===== src/rtl/vrf_read_responder.sv =====
// VRF read responder: accepts tagged read requests, drives one synchronous-read
// bank SRAM port and returns tagged data through a credit-limited response FIFO.
module vrf_read_responder #(
  parameter int VS_W        = 5,
  parameter int OFFSET_W    = 6,
  parameter int SRC_W       = 4,
  parameter int IDX_W       = 3,
  parameter int DATA_W      = 32,
  parameter int RAM_LATENCY = 2,
  parameter int RESP_DEPTH  = 4
) (
  input  logic                     clock,
  input  logic                     reset,
  input  logic                     req_valid,
  output logic                     req_ready,
  input  logic [VS_W-1:0]          req_vs,
  input  logic [OFFSET_W-1:0]      req_offset,
  input  logic [SRC_W-1:0]         req_readSource,
  input  logic [IDX_W-1:0]         req_instructionIndex,
  output logic                     ram_ren,
  output logic [VS_W+OFFSET_W-1:0] ram_addr,
  input  logic [DATA_W-1:0]        ram_rdata,
  output logic                     resp_valid,
  input  logic                     resp_ready,
  output logic [DATA_W-1:0]        resp_data,
  output logic [SRC_W-1:0]         resp_readSource,
  output logic [IDX_W-1:0]         resp_instructionIndex,
  output logic                     idle
);

  localparam int CNT_W = $clog2(RESP_DEPTH + 1);
  localparam int PTR_W = (RESP_DEPTH > 1) ? $clog2(RESP_DEPTH) : 1;
  localparam int ENT_W = DATA_W + SRC_W + IDX_W;

  logic [CNT_W-1:0]       used;
  logic                   accept;
  logic                   push;
  logic                   pop;

  logic [RAM_LATENCY-1:0] pipe_vld;
  logic [SRC_W-1:0]       pipe_src [RAM_LATENCY];
  logic [IDX_W-1:0]       pipe_idx [RAM_LATENCY];

  logic [ENT_W-1:0]       fifo_mem [RESP_DEPTH];
  logic [PTR_W-1:0]       wr_ptr;
  logic [PTR_W-1:0]       rd_ptr;
  logic [CNT_W-1:0]       fifo_cnt;

  function automatic logic [PTR_W-1:0] ptr_inc(input logic [PTR_W-1:0] p);
    return (p == PTR_W'(RESP_DEPTH - 1)) ? '0 : p + PTR_W'(1);
  endfunction

  // Credits cover both the SRAM pipe and the FIFO, so a read is only issued
  // when a FIFO slot is guaranteed to be free when its data lands.
  assign req_ready = (used < CNT_W'(RESP_DEPTH));
  assign accept    = req_valid & req_ready;
  assign ram_ren   = accept;
  assign ram_addr  = {req_vs, req_offset};

  assign push       = pipe_vld[RAM_LATENCY-1];
  assign resp_valid = (fifo_cnt != '0);
  assign pop        = resp_valid & resp_ready;
  assign idle       = (used == '0);

  assign {resp_data, resp_readSource, resp_instructionIndex} = fifo_mem[rd_ptr];

  always_ff @(posedge clock) begin
    if (!reset) begin
      used     <= '0;
      pipe_vld <= '0;
      wr_ptr   <= '0;
      rd_ptr   <= '0;
      fifo_cnt <= '0;
      for (int i = 0; i < RAM_LATENCY; i++) begin
        pipe_src[i] <= '0;
        pipe_idx[i] <= '0;
      end
    end else begin
      used <= used + CNT_W'(accept) - CNT_W'(pop);

      pipe_vld[0] <= accept;
      pipe_src[0] <= req_readSource;
      pipe_idx[0] <= req_instructionIndex;
      for (int i = 1; i < RAM_LATENCY; i++) begin
        pipe_vld[i] <= pipe_vld[i-1];
        pipe_src[i] <= pipe_src[i-1];
        pipe_idx[i] <= pipe_idx[i-1];
      end

      if (push) wr_ptr <= ptr_inc(wr_ptr);
      if (pop)  rd_ptr <= ptr_inc(rd_ptr);
      fifo_cnt <= fifo_cnt + CNT_W'(push) - CNT_W'(pop);
    end
  end

  // Storage needs no reset: occupancy and pointers alone define what is valid.
  always_ff @(posedge clock) begin
    if (push)
      fifo_mem[wr_ptr] <= {ram_rdata, pipe_src[RAM_LATENCY-1], pipe_idx[RAM_LATENCY-1]};
  end

`ifndef SYNTHESIS
  a_fifo_overflow: assert property (@(posedge clock) disable iff (!reset)
    !(push && !pop && fifo_cnt == CNT_W'(RESP_DEPTH)));
  a_fifo_underflow: assert property (@(posedge clock) disable iff (!reset)
    !(pop && fifo_cnt == '0));
  a_credit_range: assert property (@(posedge clock) disable iff (!reset)
    used <= CNT_W'(RESP_DEPTH));
  a_credit_consistent: assert property (@(posedge clock) disable iff (!reset)
    used == CNT_W'($countones(pipe_vld)) + fifo_cnt);
`endif

endmodule


===== config.mk =====
export PLATFORM = sky130hd
export DESIGN_NAME = vrf_read_responder
export DESIGN_NICKNAME = d
export VERILOG_FILES = /design/src/rtl/vrf_read_responder.sv
export SDC_FILE = /design/constraint.sdc
export NUM_CORES = 1
export LEC_CHECK = 0
export ABC_AREA = 0
export CAP_MARGIN = 20
export CORE_ASPECT_RATIO = 1.1
export CORE_MARGIN = 3
export CORE_UTILIZATION = 35
export CTS_CLUSTER_SIZE = 10
export DETAILED_ROUTE_END_ITERATION = 12
export PLACE_DENSITY_LB_ADDON = 0.3
export SYNTH_ARGS = -nofsm -noshare
export SYNTH_HDL_FRONTEND = slang
export SYNTH_SLANG_ARGS = --single-unit

===== constraint.sdc =====
create_clock -name clock -period 1.9 [get_ports clock]
set_clock_uncertainty 0.05 [all_clocks]
set_input_delay 0.285 -clock clock [delete_from_list [all_inputs] [get_ports clock]]
set_output_delay 0.285 -clock clock [all_outputs]
set_load 0.1 [all_outputs]

==> results_tabular.tex, run 1 <==
\begin{tabular}{lr}
\hline
Metric & Value \\
\hline
\multicolumn{2}{l}{\textbf{Outcome}} \\
Run status & finished with violations \\
Violated checks & negative setup slack \\
\multicolumn{2}{l}{\textbf{Timing}} \\
Max transition margin & 0.6094 \\
Achievable clock frequency & 0.4688 GHz \\
Worst-margin pin slew & 0.5859 ns \\
Final count of negative-setup-slack endpoints & 39 \\
Fin crit period & 2.133 ns \\
Worst Slack Setup Final & -0.2333 ns \\
Part of the cycle the worst path needs & 1.123 \\
Max Transition Viols Final & 0 \\
Unrepaired setup endpoints after global routing & true \\
Final Hold Vio Count & 0 \\
\multicolumn{2}{l}{\textbf{Logic synthesis}} \\
Nets in the synthesized netlist & 374 \\
Count of flip-flops with a built-in enable after synthesis & 156 \\
Part of the Yosys area used for sequential elements & 0.7754 \\
Area of the mapped netlist & 6764 um\^{}2 \\
Post-synthesis sequential element count & 184 \\
Share of async-settable or async-resettable flops after synthesis & 0 \\
Synthesized area divided by synthesized cell count & 21.89 um\^{}2 \\
Synth warnings & 0 \\
Post-synth top flop & sky130\_fd\_sc\_hd\_\_edfxtp\_1 \\
Number of distinct standard cells referenced by the synthesized netlist & 23 \\
Post-synthesis instance total & 309 \\
\multicolumn{2}{l}{\textbf{CTS}} \\
TritonCTS clock tree & done \\
\# H-tree levels & 4 \\
Insertion delay of the later-clocked pin in the worst-skew pair & 0.41 ns \\
Clock root buffer & sky130\_fd\_sc\_hd\_\_clkbuf\_16 \\
Maximum number of buffers from clock root to sink & 2 \\
Num Clock Sinks & 184 \\
Number of CTS-inserted buffers & 17 \\
Clock-pin slew on the worst setup and hold paths & 0.06 ns \\
\multicolumn{2}{l}{\textbf{GRT}} \\
Grt total ovfl & 0 \\
Initial antenna violation count & 0 \\
Maximum number of pins on one net before global-route repair & 40 \\
Number of global-route vias before repair & 3,362 \\
Tot GR Track Use & 0.1147 \\
First-pass GRT wire length & 18,430 um \\
\multicolumn{2}{l}{\textbf{Setup path}} \\
Sort of element at the end of the critical path & output port \\
Required time reported for the critical path endpoint & 1.56 ns \\
Critical path arrival & 1.80 ns \\
R2R depth & 8 \\
Type of element launching the critical path & register \\
Crit Path Category & reg2out \\
Capture instance of the worst register-to-register path & used[2] \\
Highest fanout seen on the critical path & 22 \\
Delay contributed by the slowest stage of the critical path & 0.58 ns \\
Critical register-to-register path startpoint & fifo\_cnt[1] \\
Reg2reg setup slack & 0 ns \\
Cell chain of the critical path & buf\_16 -> mux4\_2 -> buf\_12 \\
Slowest cell on the critical path & sky130\_fd\_sc\_hd\_\_mux4\_2 \\
\multicolumn{2}{l}{\textbf{Place}} \\
Port-buffer cells & 85 \\
Sum of net half-perimeters after detailed placement & 6890 um \\
Final weighted congestion in routability-driven placement & 0.6910 \\
Placement-stage cell area & 8406 um\^{}2 \\
\multicolumn{2}{l}{\textbf{Power}} \\
Switching power & 4.672 mW \\
Max rail drop VDD & 1.500 mV \\
Sw Share & 0.3467 \\
Leakage dissipation & 3.073 nW \\
Internal & 8.801 mW \\
Power density normalized to cell area & 1489 nW/um\^{}2 \\
Combinational share of power & 0.389 \\
Power share of the clock group & 0.266 \\
Overall power after layout & 13.47 mW \\
Sequential fraction of design power & 0.345 \\
\multicolumn{2}{l}{\textbf{Cells and area}} \\
Final Net Count & 472 \\
Final antenna diode count & 0 \\
Post-Layout Inst Area & 9049 um\^{}2 \\
Layout cell share with drive strength beyond 1 & 0.3310 \\
Signed area change from the synthesized netlist to the final layout & 33.78\% \\
\multicolumn{2}{l}{\textbf{Floorplanning}} \\
Effective utilization at floorplan & 0.3622 \\
DIE HEIGHT & 151.8 um \\
Standard-cell row count & 52 \\
Placeable core region & 18,670 um\^{}2 \\
Die area & 21,030 um\^{}2 \\
Die width & 138.5 um \\
Count of boundary I/O pins & 108 \\
\multicolumn{2}{l}{\textbf{Routing}} \\
Detail-routed net length per standard cell & 17.34 um \\
Pre-Repair DR Iteration Count & 4 \\
Routed via count & 3,045 \\
WL final & 11,500 um \\
1st-iter DRT viols & 179 \\
Post-route DRC violation count & 0 \\
Via density & 4.593 \\
Final ANT Viol Nets & 0 \\
\multicolumn{2}{l}{\textbf{Hold path}} \\
Critical hold path startpoint & pipe\_src[0][2] \\
Worst hold path endpoint & pipe\_src[0][6] \\
Class of the worst hold path & reg2reg \\
Depth of the worst hold-timing path & 1 \\
\multicolumn{2}{l}{\textbf{Run}} \\
Maximum Capacitance Violations & 0 \\
\hline
\end{tabular}
-- per-stage QoR --
| stage | utilization | hold WS [ns] | worst slack [ns] | TNS (ns) | instances |
|---|---|---|---|---|---|
| finish | 0.4846 | 0.3776 | -0.2333 | -7.749 | 663 |
| global route | 0.4846 | 0.3934 | -0.3129 | -11.08 | 663 |
| CTS | 0.4837 | 0.3750 | -0.2831 | -9.334 | 662 |
| detailed placement | 0.4501 | 0.3667 | -0.3134 | -0.9850 | 629 |
| global placement | 0.4501 | 0.3631 | -0.2435 | -0.7322 | 629 |
| floorplan | - | 0.3339 | -0.02159 | -0.02159 | 309 |
-- power by group through the flow --
| stage | clock, mW | combinational [mW] | sequential [mW] |
|---|---|---|---|
| final | 3.58 | 5.24 | 4.65 |
| after global routing | 3.87 | 5.43 | 4.67 |
| after CTS | 3.69 | 5.28 | 4.65 |
| after detailed placement | 0 | 5.26 | 4.73 |
| after global placement | 0 | 5.20 | 4.72 |
| after floorplan | 0 | 3.51 | 4.70 |
-- kinds of logic (layout without fill, tap and decap cells) --
group,after synthesis,in the layout,synth area share
buf+inv,32,143,0.02756
xor+xnor,2,2,0.006844
flops,184,184,0.7754
mux,42,42,0.1343
compound gates,2,2,0.002034
simple gates,36,36,0.03126
fa+ha+maj,11,11,0.02257
-- cells in the final DEF, fill, tap and decap left out, types with 3 or more instances in the layout --
master,count
sky130_fd_sc_hd__ha_1,8
sky130_fd_sc_hd__and2_1,19
sky130_fd_sc_hd__dfxtp_1,24
sky130_fd_sc_hd__mux2i_1,3
sky130_fd_sc_hd__clkinv_1,3
sky130_fd_sc_hd__bufinv_16,4
sky130_fd_sc_hd__nand2_1,3
sky130_fd_sc_hd__edfxtp_1,156
sky130_fd_sc_hd__dfxtp_2,3
sky130_fd_sc_hd__mux4_2,39
sky130_fd_sc_hd__and2_2,4
sky130_fd_sc_hd__clkdlybuf4s50_1,42
sky130_fd_sc_hd__buf_4,9
sky130_fd_sc_hd__buf_12,48
sky130_fd_sc_hd__clkbuf_16,17
sky130_fd_sc_hd__inv_1,11
sky130_fd_sc_hd__nor2_1,4
-- worst max-delay path by stage --
stage               start            endpoint  cells after the start  slack [ns]
6_report         register       resp_data[26]                      3       -0.23
5_1_grt          register  resp_readSource[0]                      3       -0.31
4_1_cts          register  resp_readSource[0]                      3       -0.28
3_5_place_dp   resp_ready             used[2]                      9       -0.31
3_3_place_gp   resp_ready             used[2]                      9       -0.24
2_1_floorplan     used[2]             used[2]                      6       -0.02
-- synthesized netlist by cell type, types with 2 or more instances --
library cell                 n  area share
sky130_fd_sc_hd__inv_1      11      0.0061
sky130_fd_sc_hd__clkbuf_1    4      0.0022
sky130_fd_sc_hd__dfxtp_1    28       0.083
sky130_fd_sc_hd__edfxtp_1  156        0.69
sky130_fd_sc_hd__and2_1     23       0.021
sky130_fd_sc_hd__nand2_1     3      0.0017
sky130_fd_sc_hd__nor2_1      4      0.0022
sky130_fd_sc_hd__buf_4      13       0.014
sky130_fd_sc_hd__buf_6       2      0.0033
sky130_fd_sc_hd__buf_2       2      0.0015
sky130_fd_sc_hd__fa_1        2      0.0059
sky130_fd_sc_hd__mux4_2     39        0.13
sky130_fd_sc_hd__ha_1        9       0.017
sky130_fd_sc_hd__mux2i_1     3      0.0044
sky130_fd_sc_hd__or3b_2      2      0.0026
-- state kept, by name, indices dropped and copies added (netlist names), named ones only --
signal and cells:
pipe_idx 6, pipe_vld 2, rd_ptr 2, pipe_src 8, wr_ptr 2, fifo_cnt 3
used 3, fifo_mem 156
-- metal layers --
metal  part of all wire  up-vias  GRT usage  routed length (um)
met4              0.011        0    0.04000                 121
met5                  0        -          0                   0
li1                   -     1409          -                   -
met2               0.53       76     0.1951                6116
met1               0.40     1550     0.1345                4600
met3              0.057       10    0.04213                 658
-- critical path: cells and delay by family (launching register included) --
kind     cells  cell delay, ns
mux          1            0.58
buf+inv      2            0.40
flops        1            0.38
-- area by class of cell --
type / instances / area (um^2)
Inverter: 11 / 41.29
Sequential cell: 184 / 5253
Timing Repair Buffer: 100 / 1476
Clock inverter: 13 / 177.7
Multi-Input combinational cell: 93 / 1364
Tap cell: 243 / 304.0
Fill cell: 1529 / 9624
Clock buffer: 19 / 432.9
-- what timing repair did --
action,in CTS,in global routing
setup endpoints to repair,42,43
hold buffers,0,0
pin swaps,2,3
endpoints found under the hold margin,0,0
resized for setup,4,2
setup buffers,1,1
No activity file was read; power rests on OpenSTA's default activity.
==> inputs of run 2 (changes only) <==
ABC_AREA = not set   (was 0)
GPL_TIMING_DRIVEN = 0   (was not set)
==> run 2 against run 1 <==
Critical endpoint is now resp_data[25]. Non-clock buffer count grew 35. Worst hold slack better by 0.0029 ns. Sequential power barely moved. Largest power group unchanged. Global-route usage up 0.28 points. Highest routed layer unchanged. Cell area up 1.1%. Utilization rose by 0.51 points. Maximum frequency shrank 2.7%. Clock power about the same. Die area unchanged. Flip-flop and latch count is the same. Register-to-register slack about the same. The flow still finishes with violations (negative setup slack). Via count is 4.4% higher.
==> results_tabular.tex, run 2 (synthesis results as in run 1) <==
\begin{tabular}{lr}
\hline
Metric & Value \\
\hline
\multicolumn{2}{l}{\textbf{Outcome}} \\
Run status & finished with violations \\
Violated checks & negative setup slack \\
\multicolumn{2}{l}{\textbf{Setup path}} \\
Crit Path Category & reg2out \\
Critical register-to-register path startpoint & fifo\_cnt[2] \\
Highest fanout seen on the critical path & 5 (-77\%) \\
Sort of element at the end of the critical path & output port \\
Critical path arrival & 1.86 ns (+0.06 ns) \\
Cell family contributing the most delay on the critical path & multiplexers \\
Required time reported for the critical path endpoint & 1.56 ns (about the same) \\
Buffers \& Inverters on Critical Path & 4 (+2) \\
CP most frequent cell & sky130\_fd\_sc\_hd\_\_buf\_12 \\
Type of element launching the critical path & register \\
Delay contributed by the slowest stage of the critical path & 0.54 ns (-0.04 ns) \\
Slowest cell on the critical path & sky130\_fd\_sc\_hd\_\_mux4\_2 \\
Cell chain of the critical path & buf\_12 -> buf\_12 -> buf\_12 -> mux4\_2 -> buf\_12 \\
\multicolumn{2}{l}{\textbf{Cells and area}} \\
Reg with most FFs & fifo\_mem \\
Commonest cells after routing, fill and taps aside & 156 x sky130\_fd\_sc\_hd\_\_edfxtp\_1, 53 x sky130\_fd\_sc\_hd\_\_clkdlybuf4s50\_1, 39 x sky130\_fd\_sc\_hd\_\_mux4\_2 \\
Share of the core filled with cells & 0.4897 (+0.005092) \\
Layout cell share with drive strength beyond 1 & 0.3560 (+0.02509) \\
Final antenna diode count & 0 (unchanged) \\
Final Net Count & 507 (+7.4\%) \\
Number of filler cells placed in the layout & 1,518 (-0.72\%) \\
Signed area change from the synthesized netlist to the final layout & 35.18\% \\
Post-Layout Inst Area & 9144 um\^{}2 (+1.1\%) \\
Most common cell after layout, fill and taps aside & sky130\_fd\_sc\_hd\_\_edfxtp\_1 \\
Max reg flops & 156 (unchanged) \\
Biggest registers after layout & fifo\_mem (156), pipe\_src (8), pipe\_idx (6) \\
Combined flip-flop and latch cell area & 5251 um\^{}2 (about the same) \\
Multi-input gate area in the final layout & 1366 um\^{}2 (+0.18\%) \\
Non-filler instance count after layout & 698 (+5.3\%) \\
\multicolumn{2}{l}{\textbf{Routing}} \\
Via density & 4.556 (-0.80\%) \\
Pre-Repair DR Iteration Count & 4 (unchanged) \\
Routed via count & 3,180 (+4.4\%) \\
WL final & 11,870 um (+3.2\%) \\
Post-route DRC violation count & 0 (unchanged) \\
1st-iter DRT viols & 154 (-14\%) \\
Detail-routed net length per standard cell & 17.00 um (-1.9\%) \\
Final ANT Viol Nets & 0 (unchanged) \\
\multicolumn{2}{l}{\textbf{Floorplanning}} \\
Effective utilization at floorplan & 0.3622 (unchanged) \\
Die width & 138.5 um (unchanged) \\
Standard-cell row count & 52 (unchanged) \\
DIE HEIGHT & 151.8 um (unchanged) \\
Die area & 21,030 um\^{}2 (unchanged) \\
Count of boundary I/O pins & 108 (unchanged) \\
Placeable core region & 18,670 um\^{}2 (unchanged) \\
\multicolumn{2}{l}{\textbf{Timing}} \\
Final total negative setup slack & -8.724 ns (-0.9749 ns) \\
Worst-margin pin slew & 0.9724 ns (+0.3865 ns) \\
Worst Slack Setup Final & -0.2931 ns (-0.05986 ns) \\
Final Hold Vio Count & 0 (unchanged) \\
Final count of negative-setup-slack endpoints & 40 (+2.6\%) \\
Unrepaired setup endpoints after global routing & true \\
Minimum hold slack & 0.3805 ns (+0.002874 ns) \\
Part of the cycle the worst path needs & 1.154 (+0.03150) \\
Max Transition Viols Final & 0 (unchanged) \\
Achievable clock frequency & 0.4560 GHz (-2.7\%) \\
Max transition margin & 0.3497 (-0.2597) \\
Fin crit period & 2.193 ns (+0.05986 ns) \\
\multicolumn{2}{l}{\textbf{GRT}} \\
Maximum number of pins on one net before global-route repair & 22 (-45\%) \\
Grt total ovfl & 0 (unchanged) \\
First-pass GRT wire length & 18,850 um (+2.3\%) \\
Initial antenna violation count & 0 (unchanged) \\
Number of global-route vias before repair & 3,508 (+4.3\%) \\
Tot GR Track Use & 0.1175 (+0.002829) \\
\multicolumn{2}{l}{\textbf{Power}} \\
Max rail drop VDD & 0.9777 mV (-35\%) \\
Leakage dissipation & 3.139 nW (+2.1\%) \\
Power density normalized to cell area & 1459 nW/um\^{}2 (-2.0\%) \\
\multicolumn{2}{l}{\textbf{Place}} \\
Port-buffer cells & 96 (+13\%) \\
Sum of net half-perimeters after detailed placement & 7408 um (+7.5\%) \\
Placement-stage cell area & 8153 um\^{}2 (-3.0\%) \\
Final weighted congestion in routability-driven placement & 0.6673 (-3.4\%) \\
Number of instances in the placed design & 653 (+3.8\%) \\
\multicolumn{2}{l}{\textbf{Hold path}} \\
Critical hold path startpoint & pipe\_src[0][2] \\
Class of the worst hold path & reg2reg \\
\multicolumn{2}{l}{\textbf{CTS}} \\
Clock-pin slew on the worst setup and hold paths & 0.06 ns (about the same) \\
Maximum number of buffers from clock root to sink & 2 (unchanged) \\
Number of CTS-inserted buffers & 17 (unchanged) \\
TritonCTS clock tree & done \\
\# H-tree levels & 4 (unchanged) \\
Hold buffer count at cts & 0 (unchanged) \\
Clock root buffer & sky130\_fd\_sc\_hd\_\_clkbuf\_16 \\
Insertion delay of the later-clocked pin in the worst-skew pair & 0.42 ns (about the same) \\
Num Clock Sinks & 184 (unchanged) \\
\multicolumn{2}{l}{\textbf{Run}} \\
Maximum Capacitance Violations & 0 (unchanged) \\
\hline
\end{tabular}
run 2: worst paths after layout:
check	to	slack [ns]	cells after the start
worst max-delay path	resp_data[25]	-0.29	5
worst min-delay path	pipe_src[0][6]	0.38	1
worst max register to register	fifo_cnt[1]	-0.01	6
worst min register to register	pipe_src[0][6]	0.38	1
run 2: metal layers:
metal | up-vias | part of all wire | track usage
li1 | 1476 | - | -
met3 | 9 | 0.052 | 0.04150
met5 | - | 0 | 0
met2 | 76 | 0.52 | 0.1933
met4 | 0 | 0.011 | 0.04235
met1 | 1619 | 0.42 | 0.1444
run 2: cell type report:
type | instances | area share
Inverter | 11 | 0.004516
Clock inverter | 12 | 0.01902
Tap cell | 243 | 0.03325
Sequential cell | 184 | 0.5743
Timing Repair Buffer | 114 | 0.1490
Buffer | 21 | 0.02271
Multi-Input combinational cell | 93 | 0.1494
Clock buffer | 20 | 0.04776
run 2: power breakdown:
part	total, mW	internal [mW]	switching [mW]
Sequential	4.65	4.54	0.112
Clock	3.60	2.20	1.40
Combinational	5.09	1.85	3.24
run 2: worst register-to-register path, cell delays in order (launching register included):
cell	delay (ns)
sky130_fd_sc_hd__dfxtp_2	0.32
sky130_fd_sc_hd__o31a_1	0.33
sky130_fd_sc_hd__ha_1	0.29
sky130_fd_sc_hd__inv_1	0.07
sky130_fd_sc_hd__ha_2	0.17
sky130_fd_sc_hd__fa_2	0.42
sky130_fd_sc_hd__and2_4	0.16
run 2: what timing repair did:
action	CTS	global route
pin swaps	1	0
cloned	2	1
endpoints found under the hold margin	0	0
gates resized for setup	308	39
setup buffers	8	3
endpoints found under the setup margin	47	44
run 2: metrics by stage:
stage / setup slack (ns) / power (mW)
floorplan: -0.02159 / 8.219
global placement: -0.9168 / 9.150
detailed placement: -0.9037 / 9.205
CTS: -0.3491 / 13.29
global route: -0.3501 / 13.85
finish: -0.2931 / 13.34
